<file path="src/rtl/fifo_wr_arbiter_if.sv">
// Bus between N write requesters, the arbiter and a downstream FIFO write port.
// Handshake: a word moves on a cycle where req_valid[i] && req_ready[i]; valid never waits on ready.
interface fifo_wr_arbiter_if #(
  parameter int DATA_WIDTH = 16,
  parameter int NUM_REQ    = 4,
  parameter int ID_W       = $clog2(NUM_REQ)
);
  logic [NUM_REQ-1:0]            req_valid;
  logic [NUM_REQ*DATA_WIDTH-1:0] req_data;
  logic [NUM_REQ-1:0]            req_ready;
  logic                          fifo_full;
  logic                          fifo_wr_en;
  logic [DATA_WIDTH-1:0]         fifo_wr_data;
  logic [ID_W-1:0]               grant_id;
  logic                          busy;
  logic                          dbg_state;
  logic [7:0]                    dbg_burst_cnt;

  modport master (
    input  req_valid, req_data, fifo_full,
    output req_ready, fifo_wr_en, fifo_wr_data, grant_id, busy, dbg_state, dbg_burst_cnt
  );

  modport slave (
    output req_valid, req_data, fifo_full,
    input  req_ready, fifo_wr_en, fifo_wr_data, grant_id, busy, dbg_state, dbg_burst_cnt
  );
endinterface

</file>
<file path="src/rtl/fifo_wr_arbiter.sv">
// Round-robin burst arbiter: one requester at a time owns the FIFO write port
// for up to MAX_BURST beats, with a single arbitration cycle between bursts.
module fifo_wr_arbiter #(
  parameter int DATA_WIDTH = 16,
  parameter int NUM_REQ    = 4,
  parameter int MAX_BURST  = 8
) (
  input logic               clk,
  input logic               rst_n,
  fifo_wr_arbiter_if.master bus
);
  localparam int         ID_W       = $clog2(NUM_REQ);
  localparam logic [7:0] BURST_LAST = 8'(MAX_BURST);

  typedef enum logic {IDLE = 1'b0, BURST = 1'b1} state_t;

  state_t            state_q, state_d;
  logic [ID_W-1:0]   last_grant_q, last_grant_d;
  logic [ID_W-1:0]   grant_q, grant_d;
  logic [7:0]        burst_cnt_q, burst_cnt_d;
  logic [ID_W-1:0]   rr_pick;
  logic              rr_found;
  int                rr_idx;
  logic              grant_valid;
  logic              beat;
  logic [NUM_REQ-1:0] ready;

  always_ff @(posedge clk or negedge rst_n) begin
    if (!rst_n) begin
      state_q      <= IDLE;
      last_grant_q <= ID_W'(NUM_REQ - 1);
      grant_q      <= '0;
      burst_cnt_q  <= '0;
    end else begin
      state_q      <= state_d;
      last_grant_q <= last_grant_d;
      grant_q      <= grant_d;
      burst_cnt_q  <= burst_cnt_d;
    end
  end

  // Search starts just after the last winner, so every requester is reached within NUM_REQ grants.
  always_comb begin
    rr_found = 1'b0;
    rr_pick  = last_grant_q;
    rr_idx   = 0;
    for (int k = 1; k <= NUM_REQ; k++) begin
      rr_idx = (int'(last_grant_q) + k) % NUM_REQ;
      if (!rr_found && bus.req_valid[rr_idx[ID_W-1:0]]) begin
        rr_found = 1'b1;
        rr_pick  = rr_idx[ID_W-1:0];
      end
    end
  end

  always_comb begin
    state_d      = state_q;
    last_grant_d = last_grant_q;
    grant_d      = grant_q;
    burst_cnt_d  = burst_cnt_q;
    ready        = '0;
    beat         = 1'b0;
    grant_valid  = bus.req_valid[grant_q];
    case (state_q)
      IDLE: begin
        if (rr_found) begin
          state_d      = BURST;
          grant_d      = rr_pick;
          last_grant_d = rr_pick;
          burst_cnt_d  = '0;
        end
      end
      BURST: begin
        ready[grant_q] = !bus.fifo_full;
        beat           = grant_valid && !bus.fifo_full;
        // A dropped valid ends the burst even while the FIFO is stalling it.
        if (!grant_valid) begin
          state_d = IDLE;
        end else if (beat) begin
          burst_cnt_d = burst_cnt_q + 8'd1;
          if (burst_cnt_d == BURST_LAST) state_d = IDLE;
        end
      end
      default: state_d = IDLE;
    endcase
  end

  assign bus.req_ready     = ready;
  assign bus.fifo_wr_en    = beat;
  assign bus.fifo_wr_data  = beat ? bus.req_data[int'(grant_q)*DATA_WIDTH +: DATA_WIDTH] : '0;
  assign bus.grant_id      = grant_q;
  assign bus.busy          = (state_q == BURST);
  assign bus.dbg_state     = (state_q == BURST);
  assign bus.dbg_burst_cnt = burst_cnt_q;
endmodule

</file>
<file path="src/flat_wrapper.sv">
// flat-port wrapper written by rule: the top's interface ports become plain ports
module fifo_wr_arbiter_flat 
#(
  parameter int DATA_WIDTH = 16,
  parameter int NUM_REQ    = 4,
  parameter int MAX_BURST  = 8
)
  (clk, rst_n, bus_req_valid, bus_req_data, bus_fifo_full, bus_req_ready, bus_fifo_wr_en, bus_fifo_wr_data, bus_grant_id, bus_busy, bus_dbg_state, bus_dbg_burst_cnt);
  fifo_wr_arbiter_if #(.DATA_WIDTH(DATA_WIDTH), .NUM_REQ(NUM_REQ)) bus_i ();
  input logic clk;
  input logic rst_n;
  input wire logic [$bits(bus_i.req_valid)-1:0] bus_req_valid;
  input wire logic [$bits(bus_i.req_data)-1:0] bus_req_data;
  input wire logic [$bits(bus_i.fifo_full)-1:0] bus_fifo_full;
  output wire logic [$bits(bus_i.req_ready)-1:0] bus_req_ready;
  output wire logic [$bits(bus_i.fifo_wr_en)-1:0] bus_fifo_wr_en;
  output wire logic [$bits(bus_i.fifo_wr_data)-1:0] bus_fifo_wr_data;
  output wire logic [$bits(bus_i.grant_id)-1:0] bus_grant_id;
  output wire logic [$bits(bus_i.busy)-1:0] bus_busy;
  output wire logic [$bits(bus_i.dbg_state)-1:0] bus_dbg_state;
  output wire logic [$bits(bus_i.dbg_burst_cnt)-1:0] bus_dbg_burst_cnt;
  assign bus_i.req_valid = bus_req_valid;
  assign bus_i.req_data = bus_req_data;
  assign bus_i.fifo_full = bus_fifo_full;
  assign bus_req_ready = bus_i.req_ready;
  assign bus_fifo_wr_en = bus_i.fifo_wr_en;
  assign bus_fifo_wr_data = bus_i.fifo_wr_data;
  assign bus_grant_id = bus_i.grant_id;
  assign bus_busy = bus_i.busy;
  assign bus_dbg_state = bus_i.dbg_state;
  assign bus_dbg_burst_cnt = bus_i.dbg_burst_cnt;
  fifo_wr_arbiter #(.DATA_WIDTH(DATA_WIDTH), .NUM_REQ(NUM_REQ), .MAX_BURST(MAX_BURST)) u_core (.clk(clk), .rst_n(rst_n), .bus(bus_i));
endmodule
</file>
<file path="config.mk">
export PLATFORM = sky130hd
export DESIGN_NAME = fifo_wr_arbiter_flat
export DESIGN_NICKNAME = d
export VERILOG_FILES = /design/src/rtl/fifo_wr_arbiter_if.sv /design/src/rtl/fifo_wr_arbiter.sv /design/src/flat_wrapper.sv
export SDC_FILE = /design/constraint.sdc
export NUM_CORES = 1
export LEC_CHECK = 0
export ABC_AREA = 1
export BUFFER_PORTS_ARGS = -buffer_cell sky130_fd_sc_hd__buf_2
export CORE_AREA = 2 2 62 64
export DETAILED_ROUTE_END_ITERATION = 16
export DIE_AREA = 0 0 64 66
export PLACE_DENSITY = 0.79
export SKIP_LAST_GASP = 1
export SYNTH_ARGS = -nofsm -noshare
export SYNTH_HDL_FRONTEND = slang
export SYNTH_SLANG_ARGS = --single-unit
</file>
<file path="constraint.sdc">
create_clock -name clk -period 1.89 [get_ports clk]
set_clock_uncertainty 0.1 [all_clocks]
set_input_delay 0.0945 -clock clk [delete_from_list [all_inputs] [get_ports clk]]
set_output_delay 0.0945 -clock clk [all_outputs]
set_load 0.02 [all_outputs]
</file>
## After elaboration in Yosys (flattened, before gate mapping)

Cells that the tools add are included.

- Bitwise gates (word level): 2
- Eq/ne operators: 4
- Add/sub/neg operators: 5
- $lt $le $gt $ge: 6
- Reductions and logical operators: 11
- Muxes and demuxes: 32
- Shift operators: 1

Operator list:

| kind | number |
|---|---|
| indexed part select 64 x 7 -> 16 bit | 1 |
| two-way mux 8 bit | 3 |
| two-way mux 16 bit | 1 |
| one-hot mux 8 bit (2 select lines) | 1 |
| < comparator 2 x 3 -> 1 bit, second input constant | 5 |
| two-way mux 1 bit | 15 |
| binary-select mux 1 bit (select 2 bit) | 5 |
| adder 8 x 1 -> 8 bit, second input constant | 1 |
| equality test 8 x 4 -> 1 bit, second input constant | 1 |
| two-way mux 2 bit | 4 |
| logical AND 1 bit | 5 |
| adder 2 x 1 -> 2 bit, second input constant | 2 |
| adder 2 bit, second input constant | 2 |
| AND 4 bit | 1 |
| zero test 1 bit | 4 |
| two-way mux 4 bit | 1 |
| != test 2 bit, second input constant | 2 |
| AND reduction 3 bit | 1 |
| demux 1 bit (select 2 bit) | 1 |
| greater-or-equal comparator 2 x 1 -> 1 bit, second input constant | 1 |
| != test 2 x 1 -> 1 bit, second input constant | 1 |
| one-hot mux 1 bit (2 select lines) | 1 |
| AND reduction 2 bit | 1 |
| NOT 1 bit | 1 |

- Output and inout port bits: 33
- Input bits: 71
- Register bits: 13
- Word-level logic and storage cells: 65

## Longest topological paths before layout

- Depth after elaboration: 15
- Mapped depth: 13

## Least setup slack after synthesis

OpenSTA, ideal clock, no wires.

- Kind: register to output
- From: reg u_core.grant_q[1] (netlist: u_core.bus.grant_id[1])
- To: out bus_fifo_wr_data[0]
- Cell stages (with the launch flop): 7
- Required time: 1.696 ns
- Arrival: 1.559 ns
- Path slack: 0.137 ns
- Cell sequence: dfrtp_1 > nor2_4 > inv_1 > o22ai_2 > o21ai_4 > buf_6 > a31oi_1

- Longest elaborated chain between the ends: 5

RTL lines:

| item | RTL line | RTL |
|---|---|---|
| from (decl) | fifo_wr_arbiter.sv:19 | `logic [ID_W-1:0] grant_q, grant_d;` |
| from (signal assigned) | fifo_wr_arbiter.sv:37 | `grant_q <= grant_d;` |
| parallel branches: the longest is 4 deep, another holds indexed part select 64 x 7 -> 16 bit | - |  |
| two-way mux 16 bit (*) | fifo_wr_arbiter.sv:90 | `assign bus.fifo_wr_data = beat ? bus.req_data[int'(grant_q)*DATA_WIDTH +: DATA_WIDTH] : '0;` |
| to (decl) | flat_wrapper.sv:17 | `output wire logic [$bits(bus_i.fifo_wr_data)-1:0] bus_fifo_wr_data;` |

Mark *: on every way between the ends. The select of a mux whose other input is x is not followed.

## Final worst setup path

- From: reg u_core.grant_q[1] (netlist: u_core.bus.grant_id[1])
- To: out bus_fifo_wr_data[10]

Same word-level chain as after synthesis.

==> results by group <==
Status
  • Status: finished with violations
  • Failing checks: setup timing

Floorplanning
  • Initial Util: 0.390
  • Chip height: about 66 um
  • Core Region: 0.00355 mm2
  • Die Area: 0.00422 mm2
  • I/O pin count: roughly 100
  • Cell row count: 22
  • Die X: 64 um

Logic synthesis
  • Register area share after synthesis: 0.236
  • Mean Syn Cell Area: 6.08 um2
  • Predominant post-synthesis flop cell: dfrtp_1
  • Most frequent cell after synthesis: nand2_1
  • Unique masters post-synth: 28
  • Compound-Gate Fraction of Synth Area: 0.210
  • Cell Area, Synth: 0.00139 mm2
  • Synth area leader: nand2_1
  • Post-Synth XOR/XNOR Area: 0.0126
  • Post-synthesis simple-gate area fraction: 0.408
  • Largest family of logic cells by synthesized area: simple AND/OR/NAND/NOR gates
  • Top cells by instance count after synthesis: nand2_1 (101), inv_1 (21), a22oi_1 (16), a31oi_1 (16), nand3_1 (15)
  • Top-area cell type share of the netlist area: 0.273
  • Syn_nets: 300
  • Synth area leaders: nand2_1 (27%), dfrtp_1 (20%), a22oi_1 (8.7%)
  • Adder-Cell Fraction of Synth Area: 0.00903
  • Post-synthesis mux area share: 0
  • Ys Warns: 0
  • Post-synth EDFFs: 0
  • Async SR Flop Fraction: 1.00
  • Mapped Cells: 228
  • #FFs+latches synth: 13

Final layout
  • # fillers: around 340
  • Layout cell share with drive strength beyond 1: 0.466
  • # nets final: about 420
  • Multi-input logic area: 0.00106 mm2
  • Reg area: 330 um2
  • Filler-free cell count of the finished design: slightly below 400
  • Area Overhead vs Synth: 65.7%
  • Antenna diodes: 0
  • Final core occ: 0.647

Timing
  • Setup ws final: -0.0373 ns
  • Pins over their slew limit: 0
  • Period minus WS final: 1.93 ns
  • Setup violators final: 7
  • Final period util: 1.02
  • Endpoints failing hold: 0
  • Slew @ Worst Pin: 0.331 ns
  • Max-slew headroom: 0.780
  • Unrepaired setup endpoints after global routing: yes
  • FMAX: between 500 and 600 MHz

Placement
  • Inst Count DP: 378
  • RD Place Congestion: just over 0.8
  • Post-detail-place hpwl: 3680 um
  • Number of port buffers: 103

GRT
  • Largest net degree at the start of global routing: 17
  • Vias in the first global route: roughly 1700
  • Total congestion overflow: 0
  • First-pass GRT wire length: approximately 7300 um
  • Global Route Usage Sum: 0.214
  • Antenna violations before repair: 0

CTS
  • CTS buffer count: 3
  • H-tree levels: 1
  • Clock latency on the worst-skew pair: 0.27 ns
  • Root cell of the clock tree: clkbuf_4
  • Sink Count: 13
  • Worst-path clk slew: 0.08 ns
  • CTS tree: built
  • CTS max path bufs: 2

Worst setup path
  • Crit. End Element: output pin
  • Worst EP arrival: 1.73 ns
  • Startpoint Class: register
  • Critical path class: reg2out
  • Crit Path Max Fanout: 16
  • Data required, critical path: approximately 1.7 ns

Flow run
  • Maxcap violations: 0

Routing
  • DR vias: 1971
  • WL final: 5220 um
  • Drt initial violations: 97
  • ANT nets after route: 0
  • DRT Pass-1 Iters: 4
  • Residual DRC: 0
  • Routed wire length per instance: 13.3 um
  • Vias/cell: 5.04

Power and ir drop
  • Maximum VDD drop: 0.000544 V
  • LEAKAGE: roughly 1.2 nW
  • Pwr/cell area: 1250 mW/mm2
  • Power Total: 2.88 mW

Hold path
  • Worst Hold Class: in2async
kinds of logic after synthesis:
| group | Yosys count |
|---|---|
| AND/OR/NAND/NOR | 138 |
| XOR/XNOR | 2 |
| AO/OA/AOI/OAI | 40 |
| adder cells (fa/ha/maj) | 1 |
| buffers and inverters | 34 |
| flip-flops | 13 |
cells in the final DEF (no fill, tap or decap):
master,count
a22oi_2,3
a31oi_4,6
inv_2,5
xnor2_1,1
clkbuf_1,1
o21ai_0,2
buf_2,88
dfrtp_2,2
buf_4,23
nand3b_1,1
o211ai_1,2
inv_1,17
nand2_4,3
ha_1,1
dfstp_2,2
xor2_1,1
a31oi_1,5
nand4_1,1
dfrtp_1,9
inv_4,2
nor2_4,1
dlygate4sd3_1,1
buf_6,9
nor2_1,13
o21ai_4,1
or2_1,1
or2_2,2
a31oi_2,5
clkbuf_4,3
nand3_1,15
nand2_1,98
nand2_2,3
a22oi_1,13
a21oi_1,1
o22ai_4,2
metal layers:
metal  routed length, um  global-route usage  vias to the layer above
li1                    -                   -                      978
met1                2070               0.273                      912
met2                2820               0.367                       73
met3                 252              0.0409                        8
met4                  80              0.0571                        0
met5                   0                   0                        -
critical path, cell delays in order (launching register included):
cell,delay [ns]
dfrtp_2,0.47
buf_6,0.13
nand2_4,0.06
inv_1,0.08
buf_4,0.22
nand2_1,0.14
a31oi_4,0.21
buf_6,0.14
where the power goes:
group / switching, mW / internal (mW)
Combinational: 1.34 / 0.861
Sequential: 0.138 / 0.372
Clock: 0.0873 / 0.0818
Total: 1.57 / 1.32
final cells by class:
class,instances,area share
Clock buffer,4,0.0114
Inverter,24,0.0414
Multi-Input combinational cell,181,0.462
Sequential cell,13,0.144
Tap cell,48,0.0261
Timing Repair Buffer,121,0.315
final timing paths:
check                                                        start                                      end  slack [ns]  depth (start not counted)
min reg2reg                u_core.bus.dbg_burst_cnt[7]$_DFFE_PN0P_  u_core.bus.dbg_burst_cnt[7]$_DFFE_PN0P_        0.45                          2
min in group clk                                  bus_req_valid[1]       u_core.last_grant_q[1]$_DFFE_PN1P_        0.15                          4
min                                                          rst_n                u_core.bus.busy$_DFF_PN0_        0.13                          2
max in group asynchronous                                    rst_n       u_core.last_grant_q[0]$_DFFE_PN1P_        1.29                          2
max reg2reg                     u_core.last_grant_q[0]$_DFFE_PN1P_       u_core.bus.grant_id[0]$_DFFE_PN0P_        0.12                         11
max                             u_core.bus.grant_id[1]$_DFFE_PN0P_                     bus_fifo_wr_data[10]       -0.04                          7
sequential cells by signal, indices dropped and copies added, names as in the netlist:
register,cells
u_core.bus.grant_id,2
u_core.bus.dbg_burst_cnt,8
u_core.last_grant_q,2
u_core.bus.busy,1
metrics by stage:
stage          setup slack (ns)  area, um2  hold slack (ns)  TNS [ns]
2_1_floorplan             0.137       1390           -0.301         0
3_3_place_gp              0.160       1950           -0.108         0
3_5_place_dp              0.122       1950           -0.105         0
4_1_cts                 -0.0277       2080            0.127    -0.155
5_1_grt                  -0.134       2300            0.148     -1.47
6_report                -0.0373       2300            0.129   -0.0928
what timing repair did:
item | CTS | global route
hold buffers | 1 | 0
hold endpoints to repair | 13 | 0
resized for setup | 20 | 35
pin swaps | 3 | 4
buffers inserted | 5 | 3
setup endpoints to repair | 17 | 20
Power figures use the tool's default switching activity.
